File: config.mk
export PLATFORM = sky130hd
export DESIGN_NAME = router_pkt_reg_flat
export DESIGN_NICKNAME = d
export VERILOG_FILES = /design/src/rtl/router_pkt_reg_if.sv /design/src/rtl/router_pkt_reg.sv /design/src/flat_wrapper.sv
export SDC_FILE = /design/constraint.sdc
export NUM_CORES = 1
export LEC_CHECK = 0
export CAP_MARGIN = 20
export CORE_AREA = 2 2 90 92
export CTS_CLUSTER_DIAMETER = 100
export DETAILED_ROUTE_END_ITERATION = 6
export DIE_AREA = 0 0 92 94
export PLACE_DENSITY = 0.57
export SYNTH_ARGS = -nofsm -noshare
export SYNTH_HDL_FRONTEND = slang
export SYNTH_SLANG_ARGS = --single-unit
File: constraint.sdc
create_clock -name clock -period 1.9 [get_ports clock]
set_input_delay 0.38 -clock clock [delete_from_list [all_inputs] [get_ports clock]]
set_output_delay 0.38 -clock clock [all_outputs]
set_load 0.05 [all_outputs]
File: src/rtl/router_pkt_reg_if.sv
// Bus between the router FSM / input port and the router datapath register stage.
// The source and FSM side drives through master; router_pkt_reg takes slave.
interface router_pkt_reg_if #(
  parameter int DATA_WIDTH = 8
);
  // pkt_valid qualifies data_in for every byte of a packet and drops on the
  // parity-byte cycle. There is no ready: the FSM state flags below decide
  // whether the byte is taken, and fifo_full stalls the write into the FIFO.
  logic                  pkt_valid;
  logic [DATA_WIDTH-1:0] data_in;
  logic                  fifo_full;
  logic                  detect_add;
  logic                  lfd_state;
  logic                  ld_state;
  logic                  full_state;
  logic                  laf_state;
  logic                  rst_int_reg;
  logic [DATA_WIDTH-1:0] dout;
  logic                  low_pkt_valid;
  logic                  parity_done;
  logic                  err;

  modport master (
    output pkt_valid, data_in, fifo_full,
    output detect_add, lfd_state, ld_state, full_state, laf_state, rst_int_reg,
    input  dout, low_pkt_valid, parity_done, err
  );

  modport slave (
    input  pkt_valid, data_in, fifo_full,
    input  detect_add, lfd_state, ld_state, full_state, laf_state, rst_int_reg,
    output dout, low_pkt_valid, parity_done, err
  );
endinterface

File: src/rtl/router_pkt_reg.sv
// Datapath register stage of the 1x3 router: header latch, FIFO write byte, stall hold and parity check.
// Define ROUTER_REG_ERR_CNT_EN to add the saturating err_count output.
module router_pkt_reg #(
  parameter int DATA_WIDTH = 8
`ifdef ROUTER_REG_ERR_CNT_EN
  , parameter int ERR_CNT_WIDTH = 8
`endif
) (
  input  logic clock,
  input  logic resetn,
  router_pkt_reg_if.slave bus
`ifdef ROUTER_REG_ERR_CNT_EN
  , output logic [ERR_CNT_WIDTH-1:0] err_count
`endif
);

  logic [DATA_WIDTH-1:0] header_q,  header_d;
  logic [DATA_WIDTH-1:0] hold_q,    hold_d;
  logic [DATA_WIDTH-1:0] int_par_q, int_par_d;
  logic [DATA_WIDTH-1:0] pkt_par_q, pkt_par_d;
  logic [DATA_WIDTH-1:0] dout_q,    dout_d;
  logic                  hold_is_par_q,   hold_is_par_d;
  logic                  low_pkt_valid_q, low_pkt_valid_d;
  logic                  parity_done_q,   parity_done_d;
  logic                  err_q,           err_d;

  logic hdr_accept;
  logic ld_accept;
  logic ld_stall;
  logic par_from_ld;
  logic par_from_laf;
  logic hold_is_payload;

  assign hdr_accept      = bus.detect_add && bus.pkt_valid && (bus.data_in[1:0] != 2'b11);
  assign ld_accept       = bus.ld_state && !bus.fifo_full;
  assign ld_stall        = bus.ld_state &&  bus.fifo_full;
  assign par_from_ld     = ld_accept && !bus.pkt_valid;
  // Once parity_done is set, a later load-after-full must not touch parity state again.
  assign par_from_laf    = bus.laf_state &&  hold_is_par_q && !parity_done_q;
  assign hold_is_payload = bus.laf_state && !hold_is_par_q && !parity_done_q;

  always_comb begin
    header_d = header_q;
    if (hdr_accept) begin
      header_d = bus.data_in;
    end
  end

  always_comb begin
    dout_d        = dout_q;
    hold_d        = hold_q;
    hold_is_par_d = hold_is_par_q;
    if (bus.lfd_state) begin
      dout_d = header_q;
    end else if (ld_accept) begin
      dout_d = bus.data_in;
    end else if (ld_stall) begin
      hold_d        = bus.data_in;
      hold_is_par_d = !bus.pkt_valid;
    end else if (bus.laf_state) begin
      dout_d = hold_q;
    end else if (bus.full_state) begin
      dout_d = dout_q;
    end
  end

  always_comb begin
    int_par_d = int_par_q;
    if (bus.detect_add) begin
      int_par_d = '0;
    end else if (bus.lfd_state) begin
      int_par_d = int_par_q ^ header_q;
    end else if (ld_accept && bus.pkt_valid) begin
      int_par_d = int_par_q ^ bus.data_in;
    end else if (hold_is_payload) begin
      int_par_d = int_par_q ^ hold_q;
    end
  end

  always_comb begin
    pkt_par_d     = pkt_par_q;
    parity_done_d = parity_done_q;
    if (par_from_ld) begin
      pkt_par_d = bus.data_in;
    end else if (par_from_laf) begin
      pkt_par_d = hold_q;
    end
    if (bus.detect_add) begin
      parity_done_d = 1'b0;
    end else if (par_from_ld || par_from_laf) begin
      parity_done_d = 1'b1;
    end
  end

  // low_pkt_valid records the parity byte even when it arrives during a stall.
  always_comb begin
    low_pkt_valid_d = low_pkt_valid_q;
    if (bus.rst_int_reg) begin
      low_pkt_valid_d = 1'b0;
    end else if (bus.ld_state && !bus.pkt_valid) begin
      low_pkt_valid_d = 1'b1;
    end
  end

  always_comb begin
    err_d = err_q;
    if (bus.detect_add) begin
      err_d = 1'b0;
    end else if (parity_done_q) begin
      err_d = (int_par_q != pkt_par_q);
    end
  end

  always_ff @(posedge clock) begin
    if (!resetn) begin
      header_q        <= '0;
      hold_q          <= '0;
      hold_is_par_q   <= 1'b0;
      int_par_q       <= '0;
      pkt_par_q       <= '0;
      dout_q          <= '0;
      low_pkt_valid_q <= 1'b0;
      parity_done_q   <= 1'b0;
      err_q           <= 1'b0;
    end else begin
      header_q        <= header_d;
      hold_q          <= hold_d;
      hold_is_par_q   <= hold_is_par_d;
      int_par_q       <= int_par_d;
      pkt_par_q       <= pkt_par_d;
      dout_q          <= dout_d;
      low_pkt_valid_q <= low_pkt_valid_d;
      parity_done_q   <= parity_done_d;
      err_q           <= err_d;
    end
  end

  assign bus.dout          = dout_q;
  assign bus.low_pkt_valid = low_pkt_valid_q;
  assign bus.parity_done   = parity_done_q;
  assign bus.err           = err_q;

`ifdef ROUTER_REG_ERR_CNT_EN
  localparam logic [ERR_CNT_WIDTH-1:0] CNT_ONE = {{(ERR_CNT_WIDTH-1){1'b0}}, 1'b1};

  logic [ERR_CNT_WIDTH-1:0] err_count_q;

  // Counts rising edges of err, so a packet stays counted once however long err holds.
  always_ff @(posedge clock) begin
    if (!resetn) begin
      err_count_q <= '0;
    end else if (err_d && !err_q && (err_count_q != '1)) begin
      err_count_q <= err_count_q + CNT_ONE;
    end
  end

  assign err_count = err_count_q;
`endif

endmodule
File: src/flat_wrapper.sv
// flat-port wrapper written by rule: the top's interface ports become plain ports
module router_pkt_reg_flat 
#(
  parameter int DATA_WIDTH = 8

)
  (clock, resetn, bus_pkt_valid, bus_data_in, bus_fifo_full, bus_detect_add, bus_lfd_state, bus_ld_state, bus_full_state, bus_laf_state, bus_rst_int_reg, bus_dout, bus_low_pkt_valid, bus_parity_done, bus_err);
  router_pkt_reg_if #(.DATA_WIDTH(DATA_WIDTH)) bus_i ();
  input  logic clock;
  input  logic resetn;
  input wire logic [$bits(bus_i.pkt_valid)-1:0] bus_pkt_valid;
  input wire logic [$bits(bus_i.data_in)-1:0] bus_data_in;
  input wire logic [$bits(bus_i.fifo_full)-1:0] bus_fifo_full;
  input wire logic [$bits(bus_i.detect_add)-1:0] bus_detect_add;
  input wire logic [$bits(bus_i.lfd_state)-1:0] bus_lfd_state;
  input wire logic [$bits(bus_i.ld_state)-1:0] bus_ld_state;
  input wire logic [$bits(bus_i.full_state)-1:0] bus_full_state;
  input wire logic [$bits(bus_i.laf_state)-1:0] bus_laf_state;
  input wire logic [$bits(bus_i.rst_int_reg)-1:0] bus_rst_int_reg;
  output wire logic [$bits(bus_i.dout)-1:0] bus_dout;
  output wire logic [$bits(bus_i.low_pkt_valid)-1:0] bus_low_pkt_valid;
  output wire logic [$bits(bus_i.parity_done)-1:0] bus_parity_done;
  output wire logic [$bits(bus_i.err)-1:0] bus_err;
  assign bus_i.pkt_valid = bus_pkt_valid;
  assign bus_i.data_in = bus_data_in;
  assign bus_i.fifo_full = bus_fifo_full;
  assign bus_i.detect_add = bus_detect_add;
  assign bus_i.lfd_state = bus_lfd_state;
  assign bus_i.ld_state = bus_ld_state;
  assign bus_i.full_state = bus_full_state;
  assign bus_i.laf_state = bus_laf_state;
  assign bus_i.rst_int_reg = bus_rst_int_reg;
  assign bus_dout = bus_i.dout;
  assign bus_low_pkt_valid = bus_i.low_pkt_valid;
  assign bus_parity_done = bus_i.parity_done;
  assign bus_err = bus_i.err;
  router_pkt_reg #(.DATA_WIDTH(DATA_WIDTH)) u_core (.clock(clock), .resetn(resetn), .bus(bus_i));
endmodule
==> reports/metrics.cfg <==
[global_routing]
grt_pass1_wl_um=8845
grt_antenna_before_repair=0
grt_max_degree=19
grt_pass1_vias=1736
grt-ovfl-total=0
grt.total_usage_pct=13.09

[logic_synthesis]
yosys.area_share.simple_pct=24.85
syn_inst=242
synth_area_mm2=0.002306
synth_top_family_by_area=simple AND/OR/NAND/NOR gates
syn_nets=260
synth-compound-area-share_pct=13.89
synth.distinct_cells=37
yosys_warnings=0
avgSynthCellArea_um2=9.529
synthAdderAreaFrac_pct=0
synthFlopType=dfxtp_1
synth-xor-area-share_pct=3.039
async_flop_share_pct=0
ys_ff_latch=44
ys_seq_area_share_pct=38.20
synthMuxAreaShare_pct=14.11
synth_edf_count=0

[detailed_routing]
ant_nets=0
wl_per_cell_um=13.91
drtIter0Drc=84
drt-total-wl_um=5341
vias_per_cell=4.685
dr_total_vias=1799
drt_first_pass_iters=4
drcViolationCount=0

[timing]
fmax_mhz=551.3
maxSlewHeadroom_pct=66.87
finalHoldViolCount=0
rsz0062_at_grt=no
tightest_slew_ps=495.3
final-setup-viol-count=0
period_minus_slack_ps=1814
finClkSkew_ps=3.001
slew_viol_final=0
fin_ws_ps=86.05
min_period_over_period_pct=95.47

[critical_path]
startpoint_type=flip-flop
cp_num_cells=1
max_stage_delay_ps=800
path_cells=clkdlybuf4s50_1
rr_worst_depth=5
slowest_stage=clkdlybuf4s50_1
cp.required_ps=1520
crit_buf_inv=1
crit_fanout=2
cp.arrival_ps=1430
end_kind=primary output
cp_top_family=buffers and inverters
critPathKind=flip-flop to primary output

[clock_network]
clock_latency_ps=290
clk_path_buf_depth=2
cts_resized=0
root_buffer=clkbuf_8
cts_hold_buf=0
post_cts_buffers=0
clock-sinks=44
cts_max_level=2
cts_buffers=5
clk_pin_slew_worst_paths_ps=80
cts_tree=built

[placement]
dp.cells=378
gp_congestion=0.7449
pre_cts_ws_ps=-36.17
dp_hpwl_um=3957
place.port_buffers=27

[power_and_ir_drop]
clockPowerShare_pct=34.1
irDropWorstVdd_v=0.0003294
p_per_area_mw_per_mm2=690.1
switching_share_pct=25.00
p_switching_uw=499.5
share_comb_of_total_power_pct=16.8
pwr-share-seq_pct=49.1
p_leak_uw=0.001325
p_int_uw=1499

[layout]
fin_util_pct=38.06
diodes=0
post_route_cells_drive_above_1_share_pct=19.50
layout_commonest_cell=dfxtp_1
fin_nets=301
fin_cells=384
synthToLayoutAreaGrowth_pct=25.56
final_cell_mix=44 x dfxtp_1, 28 x mux2i_1, 24 x clkdlybuf4s50_1, 21 x buf_4, 20 x nand3_1
fill_cells=798

[worst_hold_path]
min_path_type=flip-flop to flip-flop
min_path_cells=2

[floorplanning]
coreArea_mm2=0.007607
dieArea_mm2=0.008648
rows=32
die_w_um=92
start_util_pct=30.31
die_h_um=94
ios=29

[flow_run]
maxCapViolations=0

[run_status]
status=completed

worst reg2reg max path: cells and delay by family, from the launching register on:
family                 cells  cell delay, ps
flip-flops                 1             370
AO/OA/AOI/OAI              1             190
AND/OR/NAND/NOR            3             450
buffers and inverters      1             200
logic make-up (layout without fill, tap and decap cells):
logic type | count (synthesis) | count (layout)
AND/OR/NAND/NOR | 88 | 88
AO/OA/AOI/OAI | 45 | 45
flip-flops | 44 | 44
multiplexers | 32 | 32
buffers and inverters | 25 | 65
XOR/XNOR | 8 | 8
registers in the layout (all words and copies together), names as in the netlist:
name and cells:
u_core.bus.dout 8, u_core.bus.err 1, u_core.bus.low_pkt_valid 1, u_core.bus.parity_done 1, u_core.header_q 8, u_core.hold_is_par_q 1, u_core.hold_q 8, u_core.int_par_q 8
u_core.pkt_par_q 8
per-layer routing:
metal | GRT usage (%) | part of all wire, % | routed length, um | vias up
li1 | - | - | - | 934
met1 | 17.73 | 50 | 2658 | 836
met2 | 21.45 | 46 | 2451 | 27
met3 | 2.729 | 3.9 | 206 | 2
met4 | 2.985 | 0.47 | 25 | 0
met5 | 0 | 0 | 0 | -
power by group through the flow:
stage          logic, uW  registers [uW]  clock network, uW
2_1_floorplan        177            1030                  0
4_1_cts              339             982                710
5_1_grt              364             987                745
3_3_place_gp         335            1000                  0
3_5_place_dp         337            1000                  0
6_report             335             982                681
stage by stage:
stage | total power, uW | hold WS (ps) | TNS (ps) | area, um2
final | 1998 | 487.4 | 0 | 2895
after global routing | 2096 | 511.7 | 0 | 2895
after CTS | 2031 | 496.3 | 0 | 2895
after detailed placement | 1341 | 463.3 | -103.3 | 2796
after global placement | 1338 | 465.5 | -68.39 | 2796
after floorplan | 1204 | 456.1 | 0 | 2306
worst paths after layout:
path	endpoint	start	slack, ps
worst max-delay path	bus_low_pkt_valid	u_core.bus.low_pkt_valid	90
worst min-delay path	u_core.bus.dout[7]	u_core.bus.dout[7]	490
worst max register to register	u_core.int_par_q[7]	u_core.bus.parity_done	570
worst min register to register	u_core.bus.dout[7]	u_core.bus.dout[7]	490
layout make-up:
| cell class | instances | area [um2] | share of cell area (%) |
|---|---|---|---|
| inverters | 11 | 41.29 | 1.426 |
| multi-input cells | 173 | 1289 | 44.51 |
| clock inverters | 1 | 30.03 | 1.037 |
| well taps | 102 | 127.6 | 4.408 |
| flip-flops and latches | 44 | 880.8 | 30.42 |
| repair buffers | 48 | 457.9 | 15.82 |
| clock buffers | 5 | 68.82 | 2.377 |
synthesized netlist by cell type (2+ instances only):
| cell | instances | area share, % |
|---|---|---|
| a31oi_1 | 9 | 2.4 |
| nor3b_2 | 8 | 4.3 |
| and2_2 | 8 | 2.6 |
| mux2_2 | 4 | 2.0 |
| nor2_1 | 2 | 0.33 |
| clkbuf_1 | 4 | 0.65 |
| xor2_1 | 4 | 1.5 |
| inv_1 | 11 | 1.8 |
| nand3_1 | 20 | 4.3 |
| buf_6 | 4 | 2.0 |
| o21ai_0 | 5 | 1.1 |
| xnor2_1 | 4 | 1.5 |
| nand2_1 | 19 | 3.1 |
| buf_2 | 4 | 0.87 |
| nand3b_1 | 2 | 0.65 |
| mux2i_1 | 28 | 12 |
| o22ai_1 | 4 | 1.1 |
| dfxtp_1 | 44 | 38 |
| a21oi_1 | 9 | 2.0 |
| nor2b_1 | 16 | 4.3 |
| o211a_1 | 8 | 3.5 |
| buf_4 | 2 | 0.65 |
| a22o_1 | 4 | 1.5 |
| nand2b_1 | 3 | 0.81 |
| o21a_1 | 4 | 1.3 |
(Power assumes the default switching activity.)
